===== src/rtl/pc_next_unit.sv =====
`default_nettype none
// ============================================================================
// Module   : pc_next_unit
// Purpose  : Program-counter register with branch/JAL/JALR redirect selection,
//            misaligned-target trap, optional branch statistics (BRANCH_STATS_EN).
// Revision : 1.0 - initial release
// ============================================================================
module pc_next_unit #(
    parameter logic [31:0] RESET_PC = 32'h0000_0000
) (
    input  logic        clk,
    input  logic        rst,
    input  logic        stall,
    input  logic        branch_en,
    input  logic        branch_taken,
    input  logic        jal,
    input  logic        jalr,
    input  logic [31:0] imm,
    input  logic [31:0] rs1_val,
    output logic [31:0] pc_out,
    output logic [31:0] pc_plus4,
    output logic        fetch_valid,
    output logic        trap,
    output logic [31:0] trap_pc
`ifdef BRANCH_STATS_EN
    ,
    output logic [31:0] br_total_cnt,
    output logic [31:0] br_taken_cnt
`endif
);

    localparam logic [1:0]  c_ST_BOOT   = 2'd0;
    localparam logic [1:0]  c_ST_RUN    = 2'd1;
    localparam logic [1:0]  c_ST_TRAP   = 2'd2;
    localparam logic [31:0] c_INSN_SIZE = 32'd4;

    logic [1:0]  r_state;
    logic [31:0] r_pc;
    logic [31:0] r_trap_pc;
    logic        r_trap;

    logic [31:0] w_pc_plus4;
    logic [31:0] w_rel_target;
    logic [31:0] w_jalr_sum;
    logic [31:0] w_jalr_target;
    logic [31:0] w_next_pc;
    logic        w_redirect;
    logic        w_misaligned;
    logic        w_advance;

    assign w_pc_plus4    = r_pc + c_INSN_SIZE;
    assign w_rel_target  = r_pc + imm;
    assign w_jalr_sum    = rs1_val + imm;
    assign w_jalr_target = w_jalr_sum & ~32'd1;

    // Target selection: jalr beats jal beats a taken conditional branch.
    always_comb begin
        w_next_pc  = w_pc_plus4;
        w_redirect = 1'b0;
        if (jalr) begin
            w_next_pc  = w_jalr_target;
            w_redirect = 1'b1;
        end else if (jal) begin
            w_next_pc  = w_rel_target;
            w_redirect = 1'b1;
        end else if (branch_en && branch_taken) begin
            w_next_pc  = w_rel_target;
            w_redirect = 1'b1;
        end
    end

    // Only a redirect can produce a misaligned target; sequential flow stays aligned.
    assign w_misaligned = w_redirect && (w_next_pc[1:0] != 2'b00);
    assign w_advance    = (r_state == c_ST_RUN) && !stall;

    always_ff @(posedge clk) begin
        if (rst) begin
            r_state   <= c_ST_BOOT;
            r_pc      <= RESET_PC;
            r_trap    <= 1'b0;
            r_trap_pc <= 32'd0;
        end else begin
            case (r_state)
                c_ST_BOOT: begin
                    r_state <= c_ST_RUN;
                end
                c_ST_RUN: begin
                    if (w_advance) begin
                        if (w_misaligned) begin
                            r_state   <= c_ST_TRAP;
                            r_trap    <= 1'b1;
                            r_trap_pc <= r_pc;
                        end else begin
                            r_pc <= w_next_pc;
                        end
                    end
                end
                c_ST_TRAP: begin
                    r_state <= c_ST_TRAP;
                end
                default: begin
                    r_state <= c_ST_BOOT;
                    r_pc    <= RESET_PC;
                end
            endcase
        end
    end

    assign pc_out      = r_pc;
    assign pc_plus4    = w_pc_plus4;
    assign fetch_valid = (r_state == c_ST_RUN);
    assign trap        = r_trap;
    assign trap_pc     = r_trap_pc;

`ifdef BRANCH_STATS_EN
    logic [31:0] r_br_total;
    logic [31:0] r_br_taken;
    logic        w_count_branch;

    assign w_count_branch = w_advance && branch_en;

    always_ff @(posedge clk) begin
        if (rst) begin
            r_br_total <= 32'd0;
            r_br_taken <= 32'd0;
        end else if (w_count_branch) begin
            r_br_total <= r_br_total + 32'd1;
            if (branch_taken) begin
                r_br_taken <= r_br_taken + 32'd1;
            end
        end
    end

    assign br_total_cnt = r_br_total;
    assign br_taken_cnt = r_br_taken;
`endif

endmodule
`default_nettype wire

===== config.mk =====
export PLATFORM = sky130hd
export DESIGN_NAME = pc_next_unit
export DESIGN_NICKNAME = d
export VERILOG_FILES = /design/src/rtl/pc_next_unit.sv
export SDC_FILE = /design/constraint.sdc
export NUM_CORES = 1
export LEC_CHECK = 0
export ABC_AREA = 1
export CORE_AREA = 2 2 187 152
export CTS_CLUSTER_DIAMETER = 80
export CTS_CLUSTER_SIZE = 10
export DETAILED_ROUTE_END_ITERATION = 10
export DIE_AREA = 0 0 189 154
export GPL_TIMING_DRIVEN = 1
export SYNTH_ARGS = -nofsm -noshare
export SYNTH_HDL_FRONTEND = slang
export SYNTH_SLANG_ARGS = --single-unit

===== constraint.sdc =====
create_clock -name clk -period 2.1 [get_ports clk]
set_input_delay 0.42 -clock clk [delete_from_list [all_inputs] [get_ports clk]]
set_output_delay 0.42 -clock clk [all_outputs]
set_load 0.02 [all_outputs]

# [After elaboration in Yosys (flattened, before gate mapping)]
# Index checks and enable logic that the tools add are counted.
[classes] eq_ne=5 reduce_logical=10 n_mux=12 bitwise_logic=1 n_addsub=3
[ops] operator="32-bit two-way mux" count=5
[ops] operator="32-bit adder" count=2
[ops] operator="32-bit one-hot mux with 2 select lines" count=1
[ops] operator="32-bit by 3-bit adder with 32-bit output (second input constant)" count=1
[ops] operator="2-bit one-hot mux with 3 select lines" count=1
[ops] operator="3-bit AND reduction" count=2
[ops] operator="2-bit two-way mux" count=2
[ops] operator="2-bit by 1-bit inequality test with 1-bit output (second input constant)" count=2
[ops] operator="1-bit logical AND" count=3
[ops] operator="1-bit two-way mux" count=3
[ops] operator="2-bit by 1-bit equality test with 1-bit output (second input constant)" count=1
[ops] operator="2-bit equality test (second input constant)" count=1
[ops] operator="2-bit logical NOT" count=1
[ops] operator="2-bit inequality test (second input constant)" count=1
[ops] operator="2-bit AND reduction" count=1
[ops] operator="2-bit nonzero test" count=1
[ops] operator="2-bit OR reduction" count=1
[ops] operator="1-bit logical NOT" count=1
[ops] operator="1-bit NOT" count=1
[totals] ff_bits=67 out_inout_bits=98 in_bits=71

# [Longest topological paths before layout]
[depth] depth_word=9 depth_mapped=16

# [Worst setup path before layout]
# No wires, ideal clock.
[synth_timing] kind="register to register" startpoint="register r_pc[0], in the netlist pc_out[0]" endpoint="register r_trap_pc[12], in the netlist trap_pc[12]" synth_period_minus_slack_ns=2.389 setup_slack_ns=-0.289 setup_ns=0.128 required_time_ns=1.972 arrival_time_ns=2.261 path_stages_with_launch=13 cell_sequence="dfxtp_1 ha_1 inv_1 fa_1 a21oi_1 a21boi_1 nand2_1 nand3_1 or2_1 buf_4 buf_2 a21oi_1 nor2_1"
[synth_between] elab_chain_len=7 word_cells_on_any_way=8 classes_between="2 x add/sub; 3 x mux; 3 x reduce/logical"
[synth_lines] item="from (decl)" line_no="38" rtl="logic [31:0] r_pc;"
[synth_lines] item="from (signal assigned)" line_no="94" rtl="r_pc <= w_next_pc;"
[synth_lines] item="32-bit by 3-bit adder with 32-bit output or 32-bit adder (tied branches)" line_no="51, 52"
[synth_lines] item="32-bit two-way mux" line_no="66" rtl="end else if (branch_en && branch_taken) begin"
[synth_lines] item="32-bit two-way mux *" line_no="63" rtl="end else if (jal) begin"
[synth_lines] item="32-bit two-way mux *" line_no="60" rtl="if (jalr) begin"
[synth_lines] item="2-bit nonzero test *" line_no="73" rtl="assign w_misaligned = w_redirect && (w_next_pc[1:0] != 2'b00);"
[synth_lines] item="1-bit logical AND *" line_no="73"
[synth_lines] item="3-bit AND reduction (no line) *"
[synth_lines] item="to (signal assigned)" line_no="92" rtl="r_trap_pc <= r_pc;"
[synth_lines] item="to (decl)" line_no="39" rtl="logic [31:0] r_trap_pc;"
# Every way passes the cells marked *; elsewhere a longest branch is shown, timed or not.
# A chain may end at the register's enable or synchronous reset.

# [Final worst setup path]
[layout_timing] startpoint="register r_pc[3], in the netlist pc_out[3]" endpoint="output port pc_plus4[18]"
[layout_between] elab_chain_len=1
[layout_lines] item="32-bit by 3-bit adder with 32-bit output" line_no="51" rtl="assign w_pc_plus4 = r_pc + c_INSN_SIZE;"
[layout_lines] item="to (decl)" line_no="21" rtl="output logic [31:0] pc_plus4,"
# No other way between the ends.

==> key figures <==
Placement
  • Placed inst area: 0.0129 mm2
  • PortBufs: 168
  • Placer Congestion: 0.947
  • Cells after DPL: 2404
  • Hpwl dp: 31.2 mm

Clock network
  • Clock Sinks: 67
  • Clock Tree Root: clkbuf_16
  • CTS tree: yes
  • Hold_buf cts: 0
  • CTS Buffer Depth: 2
  • Total CTS buffers: 9
  • H-Tree Depth: 3
  • Clk Latency, worst-skew pair: 0.34 ns
  • Worst-path clk slew: 0.06 ns

Critical path
  • Critical path capture point type: output pin
  • CP Max Fanout: 4
  • Startpoint types: flip-flop
  • Worst EP required: 1.68 ns
  • WS Path Type: reg -> out
  • Crit path DAT: 1.97 ns

Global route
  • Gr usage total: 28.0%
  • Largest net degree at the start of global routing: 37
  • Vias in the first global route: 11.8k
  • Initial antenna violation count: 0
  • First-pass GRT wire length: 63.9 mm
  • Grt total ovfl: 0

Drt
  • Met2 WL post-DR: 19.6 mm
  • Total length of routed wires: 43.5 mm
  • Top layer in use: met4
  • Drt first pass iters: 8
  • Avg Vias per Cell: 4.99
  • Drc violations: 0
  • Met3 wire len: 2.87 mm
  • Initial drt markers: 936
  • Routed met1 length: 19.7 mm
  • Via count: 12.4k
  • DRT antenna net count: 0
  • Wire per inst: 17.5 um

Cells and area
  • FF/Latch Area: 0.00141 mm2
  • Multi-input gate area: 0.00825 mm2
  • Final nets: 2263
  • Fin area: 0.0164 mm2
  • Final std cells w/o fill: 2494
  • Fillers: 2443
  • # diodes: 0
  • Synth-to-Final Area Change: 89.7%
  • Fraction of layout instances using a drive strength above 1: 39.9%

Timing
  • Fin worst setup slack: -0.288 ns
  • Fin crit share: 114%
  • Minimum clock period: 2.39 ns
  • Worst-margin pin slew: 0.550 ns
  • Final Hold Viols: 0
  • Max Fclk: 419 MHz
  • Final setup viols: 89
  • Relative slew slack: 63.3%
  • RSZ-0062 raised after global routing: true
  • Slew Limit Fails: 0
  • Final Skew: 0.0108 ns

Synth
  • Synth Area in Compound Gates: 12.0%
  • YS warnings: 0
  • Synth Area in Simple Gates: 45.1%
  • Mapped Cells: 1610
  • Avg Cell Area, Syn: 5.37 um2
  • Main flop type after synthesis: dfxtp_1
  • Largest family of logic cells by synthesized area: simple AND/OR/NAND/NOR gates
  • Async SR Flop Fraction: 0%
  • Sequential cell area fraction in the yosys report: 15.5%
  • Synth cell types: 45
  • Syn nets: 1748
  • Post-synthesis mux area share: 0%
  • Synth Cell Area: 0.00864 mm2
  • Adder-cell area share of the yosys netlist: 9.87%
  • Synthesis-stage register bit count: 67
  • XOR/XNOR Fraction of Synth Area: 3.23%
  • Post-synth EDFFs: 0

Hold path
  • Hold Crit Class: reg -> reg

Floorplanning
  • Initial core utilization: 31.9%
  • Die height: 154 um
  • Io pins: 169
  • Core ar.: 0.0271 mm2
  • Die X: 189 um
  • FP Rows: 54
  • Die area: 0.0291 mm2

Power
  • Worst vdd ir: 0.000834 V
  • PwrDens: 538 mW/mm2
  • LEAKAGE: 8.09 nW
  • Power, Total: 8.82 mW

Outcome
  • Failing checks: setup timing
  • Status: finished, violations left

Flow run
  • Max_cap viols: 0
cell families (layout without fill, tap and decap cells):
group	after synthesis	in the layout
AO/OA/AOI/OAI	196	196
XOR/XNOR	31	31
adder cells (fa/ha/maj)	67	67
buffers and inverters	310	830
flip-flops	67	67
AND/OR/NAND/NOR	939	939
final timing paths:
check,cells past startpoint,from,slack (ns),to
max,9,pc_out[3],-0.29,pc_plus4[18]
min,2,trap_pc[10],0.48,trap_pc[10]
max reg2reg,12,pc_out[0],-0.26,trap_pc[15]
min reg2reg,2,trap_pc[10],0.48,trap_pc[10]
state kept, by name, summed over array words and instances (netlist names):
signal and flops:
trap_pc 32, trap 1, pc_out 32, r_state 2
cell usage after synthesis, drive strengths merged, types with 9 or more instances:
library cell / count / area, um2
nand4: 9 / 56.3
o21ai: 44 / 224
xnor2: 14 / 123
o21bai: 9 / 67.6
xor2: 17 / 156
buf: 15 / 118
ha: 65 / 813
clkbuf: 18 / 68.8
nand2: 555 / 2090
a21oi: 134 / 674
inv: 276 / 1040
nor2: 194 / 766
dfxtp: 67 / 1340
nand3: 133 / 693
nor3: 26 / 145
worst max-delay path, cell delays in order (launching register included):
cell and delay, ns:
dfxtp_4 0.38, ha_4 0.15, nand3_4 0.07, nor2_4 0.14, nand2_2 0.11, nor2_4 0.18
inv_2 0.07, nor2_4 0.12, xor2_2 0.25, buf_6 0.16
report_power, final:
group | switching [mW] | internal (mW) | total [mW]
sequential | 0.122 | 1.39 | 1.51
combinational | 3.06 | 2.58 | 5.65
clock | 0.660 | 1.00 | 1.66
total | 3.84 | 4.97 | 8.82
placed cells by master (no fill, tap or decap), types with 46 or more instances in the layout:
cell type and instances:
dfxtp_1 46, a21oi_1 60, nand2_1 463, nand2_2 68, a21oi_2 67, clkdlybuf4s50_1 101
buf_6 52, inv_1 244, nand3_1 91, buf_4 320, nor2_1 122
routing by layer:
metal	vias to the layer above	global-route usage [%]
met5	-	0
met4	0	6.51
met3	99	3.56
met2	501	46.0
met1	5768	38.8
li1	6076	-
final cells by class:
cell class	instances	share of cell area, %
clock buffers	10	1.53
flip-flops and latches	67	8.57
repair buffers	538	29.9
clock inverters	6	0.427
inverters	276	6.44
multi-input cells	1233	50.4
well taps	364	2.78
through the flow:
stage,setup WS (ns),TNS [ns],utilization [%],hold WS (ns)
after detailed placement,-0.897,-59.08,47.8,0.451
after global routing,-0.351,-23.45,60.5,0.495
after floorplan,-0.0620,-1.59,-,0.474
after global placement,-0.813,-56.26,47.8,0.436
final,-0.288,-15.98,60.5,0.479
after CTS,-0.252,-10.37,56.6,0.466
repair_timing:
| item | in CTS | in global routing |
|---|---|---|
| setup endpoints to repair | 96 | 97 |
| resized for setup | 515 | 237 |
| gates cloned | 11 | 1 |
| pin swaps | 109 | 112 |
| setup buffers | 39 | 36 |
Note: power is estimated with default switching activity, not from simulation.
